$ cat src/rtl/blowfish_feistel_engine.sv
// Iterative Blowfish-family Feistel engine with a cached P-array and an external F unit.
// One round is taken per F acknowledge; a FINAL cycle undoes the last swap and applies the whitening keys.
module blowfish_feistel_engine #(
    parameter int HALF_W = 32,
    parameter int ROUNDS = 16
) (
    input  logic                          Clk,
    input  logic                          Rst,
    input  logic                          key_wr_en,
    input  logic [$clog2(ROUNDS+2)-1:0]   key_wr_idx,
    input  logic [HALF_W-1:0]             key_wr_data,
    input  logic                          key_done,
    output logic                          key_valid,
    output logic                          key_wr_err,
    input  logic                          in_valid,
    output logic                          in_ready,
    input  logic                          in_encrypt,
    input  logic [2*HALF_W-1:0]           in_data,
    output logic                          out_valid,
    input  logic                          out_ready,
    output logic [2*HALF_W-1:0]           out_data,
    output logic                          f_req,
    output logic [HALF_W-1:0]             f_x,
    input  logic                          f_ack,
    input  logic [HALF_W-1:0]             f_y,
    output logic                          busy
);
    localparam int unsigned P_DEPTH = ROUNDS + 2;
    localparam int          IDX_W   = $clog2(ROUNDS + 2);
    localparam int          CNT_W   = $clog2(ROUNDS + 1);

    localparam logic [IDX_W-1:0] IDX_LAST = IDX_W'(ROUNDS + 1);
    localparam logic [IDX_W-1:0] IDX_PEN  = IDX_W'(ROUNDS);
    localparam logic [IDX_W-1:0] IDX_ONE  = IDX_W'(1);
    localparam logic [IDX_W-1:0] IDX_ZERO = '0;

    localparam logic [1:0] S_IDLE  = 2'd0;
    localparam logic [1:0] S_ROUND = 2'd1;
    localparam logic [1:0] S_FINAL = 2'd2;

    logic [1:0]        state;
    logic [HALF_W-1:0] p_arr [P_DEPTH];
    logic [HALF_W-1:0] l_q;
    logic [HALF_W-1:0] r_q;
    logic              enc_q;
    logic [CNT_W-1:0]  cnt;

    logic [IDX_W-1:0]  k_idx;
    logic [HALF_W-1:0] k_fin_l;
    logic [HALF_W-1:0] k_fin_r;
    logic              idx_ok;

    // Decrypt walks the P-array backwards, so the whitening pair swaps ends too.
    assign k_idx   = enc_q ? IDX_W'(cnt) : IDX_LAST - IDX_W'(cnt);
    assign k_fin_l = enc_q ? p_arr[IDX_LAST] : p_arr[IDX_ZERO];
    assign k_fin_r = enc_q ? p_arr[IDX_PEN]  : p_arr[IDX_ONE];
    assign idx_ok  = {1'b0, key_wr_idx} < (IDX_W + 1)'(P_DEPTH);

    assign busy     = (state != S_IDLE);
    assign f_req    = (state == S_ROUND);
    assign f_x      = l_q ^ p_arr[k_idx];
    assign in_ready = (state == S_IDLE) && key_valid && (!out_valid || out_ready);

    always_ff @(posedge Clk) begin
        if (Rst) begin
            state      <= S_IDLE;
            l_q        <= '0;
            r_q        <= '0;
            enc_q      <= 1'b0;
            cnt        <= '0;
            key_valid  <= 1'b0;
            key_wr_err <= 1'b0;
            out_valid  <= 1'b0;
            out_data   <= '0;
            for (int unsigned i = 0; i < P_DEPTH; i++) begin
                p_arr[i] <= '0;
            end
        end else begin
            key_wr_err <= 1'b0;
            if (state == S_IDLE) begin
                if (key_wr_en && idx_ok) begin
                    p_arr[key_wr_idx] <= key_wr_data;
                    key_valid         <= key_done;
                end else if (key_done) begin
                    key_valid <= 1'b1;
                end
            end else if (key_wr_en || key_done) begin
                key_wr_err <= 1'b1;
            end

            if (out_valid && out_ready) begin
                out_valid <= 1'b0;
            end

            case (state)
                S_IDLE: begin
                    if (in_valid && in_ready) begin
                        l_q   <= in_data[2*HALF_W-1:HALF_W];
                        r_q   <= in_data[HALF_W-1:0];
                        enc_q <= in_encrypt;
                        cnt   <= '0;
                        state <= S_ROUND;
                    end
                end
                S_ROUND: begin
                    if (f_ack) begin
                        l_q <= r_q ^ f_y;
                        r_q <= f_x;
                        cnt <= cnt + CNT_W'(1);
                        if (cnt == CNT_W'(ROUNDS - 1)) begin
                            state <= S_FINAL;
                        end
                    end
                end
                S_FINAL: begin
                    out_data  <= {r_q ^ k_fin_l, l_q ^ k_fin_r};
                    out_valid <= 1'b1;
                    state     <= S_IDLE;
                end
                default: state <= S_IDLE;
            endcase
        end
    end
endmodule

$ cat config.mk
export PLATFORM = sky130hd
export DESIGN_NAME = blowfish_feistel_engine
export DESIGN_NICKNAME = d
export VERILOG_FILES = /design/src/rtl/blowfish_feistel_engine.sv
export SDC_FILE = /design/constraint.sdc
export NUM_CORES = 2
export LEC_CHECK = 0
export CAP_MARGIN = 30
export CORE_MARGIN = 10
export CORE_UTILIZATION = 56
export DETAILED_ROUTE_END_ITERATION = 8
export HOLD_SLACK_MARGIN = 0.06
export PLACE_DENSITY = 0.79
export SYNTH_ARGS = -nofsm -noshare
export SYNTH_HDL_FRONTEND = slang
export SYNTH_SLANG_ARGS = --single-unit
$ cat constraint.sdc
create_clock -name Clk -period 8.95 [get_ports Clk]
set_clock_uncertainty 0.15 [all_clocks]
set_input_delay 0.895 -clock Clk [delete_from_list [all_inputs] [get_ports Clk]]
set_output_delay 0.895 -clock Clk [all_outputs]
set_load 0.005 [all_outputs]
==> qor.log <==
[power] worst-case vdd ir drop 155 uV
[worst_setup_path] Worst Path Buf+Inv 3
[synth] sequential fraction of the synthesis area 0.655
[synth] share of synthesized registers carrying an async set or reset 0
[global_route] global-route wire length before repair 224000 um
[die] Horiz. Die Dim 322 um
[timing] Pins Over Slew Limit 35
[timing] setup repair after global routing missed its margin false
[timing] summed negative setup slack over all endpoints 0 ns
[routing] drt first pass iters 6
[timing] worst hold-check slack 0.321 ns
[global_route] initial antenna violation count 8
[synth] average cell area after synthesis 12.8 um^2
[routing] per-cell routed wire length 26.2 um
[placement] Placed Instances 5647
[clock_network] level count of the clock H-tree 3
[timing] final setup fails 0
[global_route] pin count of the biggest net entering global routing 154
[synth] Post-Syn Instances 3999
[synth] yosys warns 0
[run] number of violations of the max-capacitance limit 0
[routing] count of nets left with antenna violations after detail routing 0
[cells_and_area] P&R area growth vs syn 17.7%
[synth] area leader, netlist sky130_fd_sc_hd__edfxtp_1
[routing] overall via count from detail_route 35600
[placement] half-perimeter wire length after detailed placement 98300 um
[global_route] global route overflow 0
[worst_setup_path] Arr. time, crit path 6.19 ns
[die] boundary pin count 243
[clock_network] count of instances resized after the clock tree is built 0
[synth] dominant register cell in the synthesized netlist sky130_fd_sc_hd__edfxtp_1
[clock_network] root buffer cell sky130_fd_sc_hd__clkbuf_16
[worst_setup_path] cell type group with the largest total delay on the critical path buffers and inverters
[clock_network] number of buffers between clock root and the deepest sink 3
[worst_setup_path] category of the most critical setup path flop to primary output
[cells_and_area] ratio of cells with drive above 1 in the final layout 0.0859
[die] row count 110
[power] Static Leak 0.0219 uW
[clock_network] TritonCTS clock tree yes
[worst_setup_path] Critical Path Sink Type primary output
[routing] count of routing violations after the opening detailed-route iteration 4695
[worst_setup_path] CP required 7.91 ns
[die] height of the die 322 um
[synth] most frequent cells after synthesis 1024 x sky130_fd_sc_hd__edfxtp_1, 585 x sky130_fd_sc_hd__nor2_1, 446 x sky130_fd_sc_hd__nand2_1
[timing] pin slew with the least headroom to its limit 1.56 ns
[placement] buffers added on ports 242
[worst_setup_path] stage delay of the slowest cell on the critical path 0.88 ns
[synth] area share of the largest cell type after synthesis 0.601
[worst_setup_path] startpoint types flop
[clock_network] clock sink count 1163
[timing] highest attainable clock frequency 138 MHz
[timing] normalized max-slew margin -0.0423
[synth] top-count cell post-synth sky130_fd_sc_hd__edfxtp_1
[timing] part of the cycle the worst path needs 0.809
[synth] number of flip-flops and latches in the synthesized netlist 1163
[min_path] worst min-delay path category flop to flop
[power] total power density per cell area 202 nW/um^2
[clock_network] CTS Buf Count 116
[synth] count of cell types in the netlist 48
[die] effective utilization at floorplan 0.567
[synth] post-synthesis instance area 51200 um^2
[worst_setup_path] maximum net fanout on the critical path 153
[synth] number of enable flip-flop cells after synthesis 1024
[clock_network] insertion delay of the later-clocked pin in the worst-skew pair 0.71 ns
[global_route] global-route usage over all layers 0.291
[clock_network] Reg clk slew, reported paths 0.06 ns
[die] Floorplan Core Area 90300 um^2
[synth] synth top area cells sky130_fd_sc_hd__edfxtp_1 60%, sky130_fd_sc_hd__mux2i_1 6.8%, sky130_fd_sc_hd__dfxtp_1 5.4%
[cells_and_area] final layout net count 4734
[worst_setup_path] cell with the biggest individual delay on the critical path sky130_fd_sc_hd__dfxtp_4
[clock_network] Setup Fix Bufs, Post-CTS 0
[routing] Avg Vias per Cell 6.06
[global_route] via count of the first global-routing pass 34900
[cells_and_area] number of non-filler instances in the completed layout 5874
[clock_network] number of hold buffers added after cts 0
[die] floorplan die area 104000 um^2
[status] outcome finished, violations left
[timing] fin crit period 7.24 ns
[status] failing checks max-slew violations
[routing] DRT Wirelength 154000 um
[placement] final weighted congestion in routability-driven placement 0.893
[routing] DRC Markers 0
[worst_setup_path] cell breakdown of the critical path buf_12 > nor3b_1 > a32o_4 > buf_4 > nand3_1 > nand4_1 > mux2i_1 > xnor2_1 > clkdlybuf4s50_1
[timing] Fin. Hold Viols 0
## metrics by stage
| stage | instance area (um^2) | worst slack, ns | total power (uW) | util |
|---|---|---|---|---|
| after detailed placement | 56400 | 2.82 | 7370 | 0.625 |
| after global placement | 56200 | 2.80 | 7340 | 0.623 |
| final | 60300 | 1.71 | 12200 | 0.668 |
| after CTS | 60300 | 1.99 | 12200 | 0.667 |
| after floorplan | 52900 | 3.99 | 6910 | - |
| after global routing | 60300 | 1.70 | 12500 | 0.668 |
## where the power goes
| group | internal [uW] | leakage (uW) | switching [uW] |
|---|---|---|---|
| combinational | 393 | 0.00838 | 657 |
| sequential | 6130 | 0.0117 | 102 |
| clock | 2830 | 0.00189 | 2050 |
## cells in the final DEF, fill, tap and decap left out, drive strengths merged, types with 2 or more instances in the layout
cell type      instances
xor2                  35
and3                   3
o22a                  32
nor3b                  4
mux4                  66
nor2b                  7
o31ai                  2
conb                 448
dfxtp                139
nor2                 585
bufinv                 9
a21oi                102
or2                    3
clkbuf               162
mux2                  63
edfxtp              1024
a2bb2oi                3
mux2i                348
inv                   73
nand4                 34
nor3                   5
nand2b                 3
and4                  34
ha                     4
nand3                137
o211ai                32
a32oi                 64
xnor2                100
a222oi                31
nand2                446
clkdlybuf4s50        241
a32o                   4
clkinvlp               3
a31oi                 65
clkinv                44
buf                   72
o21ai                 99
diode                  6
and2                 160
## cell families (layout without fill, tap and decap cells)
group,count (synthesis),count (layout),share of synthesized area
AND/OR/NAND/NOR,1424,1424,0.122
flip-flops,1163,1163,0.655
multiplexers,477,477,0.111
AO/OA/AOI/OAI,437,437,0.0568
buffers and inverters,358,604,0.0304
XOR/XNOR,135,135,0.0235
adder cells (fa/ha/maj),4,4,0.000978
other,1,454,0.0000733
## worst paths after layout
path / slack (ns) / end / start / depth (start not counted)
setup reg to reg: 3.89 / r_q[5]$_SDFFE_PP0P_ / cnt[1]$_SDFFE_PP0P_ / 8
hold reg to reg: 0.32 / l_q[23]$_SDFFE_PP0P_ / l_q[23]$_SDFFE_PP0P_ / 2
hold / removal: 0.32 / l_q[23]$_SDFFE_PP0P_ / l_q[23]$_SDFFE_PP0P_ / 2
setup / recovery: 1.71 / f_x[15] / cnt[1]$_SDFFE_PP0P_ / 9
## state kept, by name (all words and copies together), names as in the netlist
register	count
state	2
p_arr	1024
cnt	5
enc_q	1
r_q	32
l_q	32
out_valid	1
key_wr_err	1
out_data	64
key_valid	1
## final cells by class
type                            count  area, um^2
Tap cell                         1176        1470
Fill cell                        6473       30000
Inverter                           70         263
Antenna cell                        6        15.0
Clock buffer                      162        3310
Sequential cell                  1163       33500
Timing Repair Buffer              313        3140
Clock inverter                     59         542
Multi-Input combinational cell   2925       18000
## tightest hold or removal path, cell delays in order (launching register included)
cell and delay [ns]:
sky130_fd_sc_hd__dfxtp_1 0.32, sky130_fd_sc_hd__nand2_1 0.06, sky130_fd_sc_hd__a21oi_1 0.05
## per-layer routing
metal  GRT usage  vias up  share of wire
met5           0        -              0
met4       0.141        0          0.051
met3      0.0780      486           0.12
met2       0.474     2504           0.48
met1       0.359    17300           0.35
li1            -    15300              -
No activity file was read; power rests on OpenSTA's default activity.
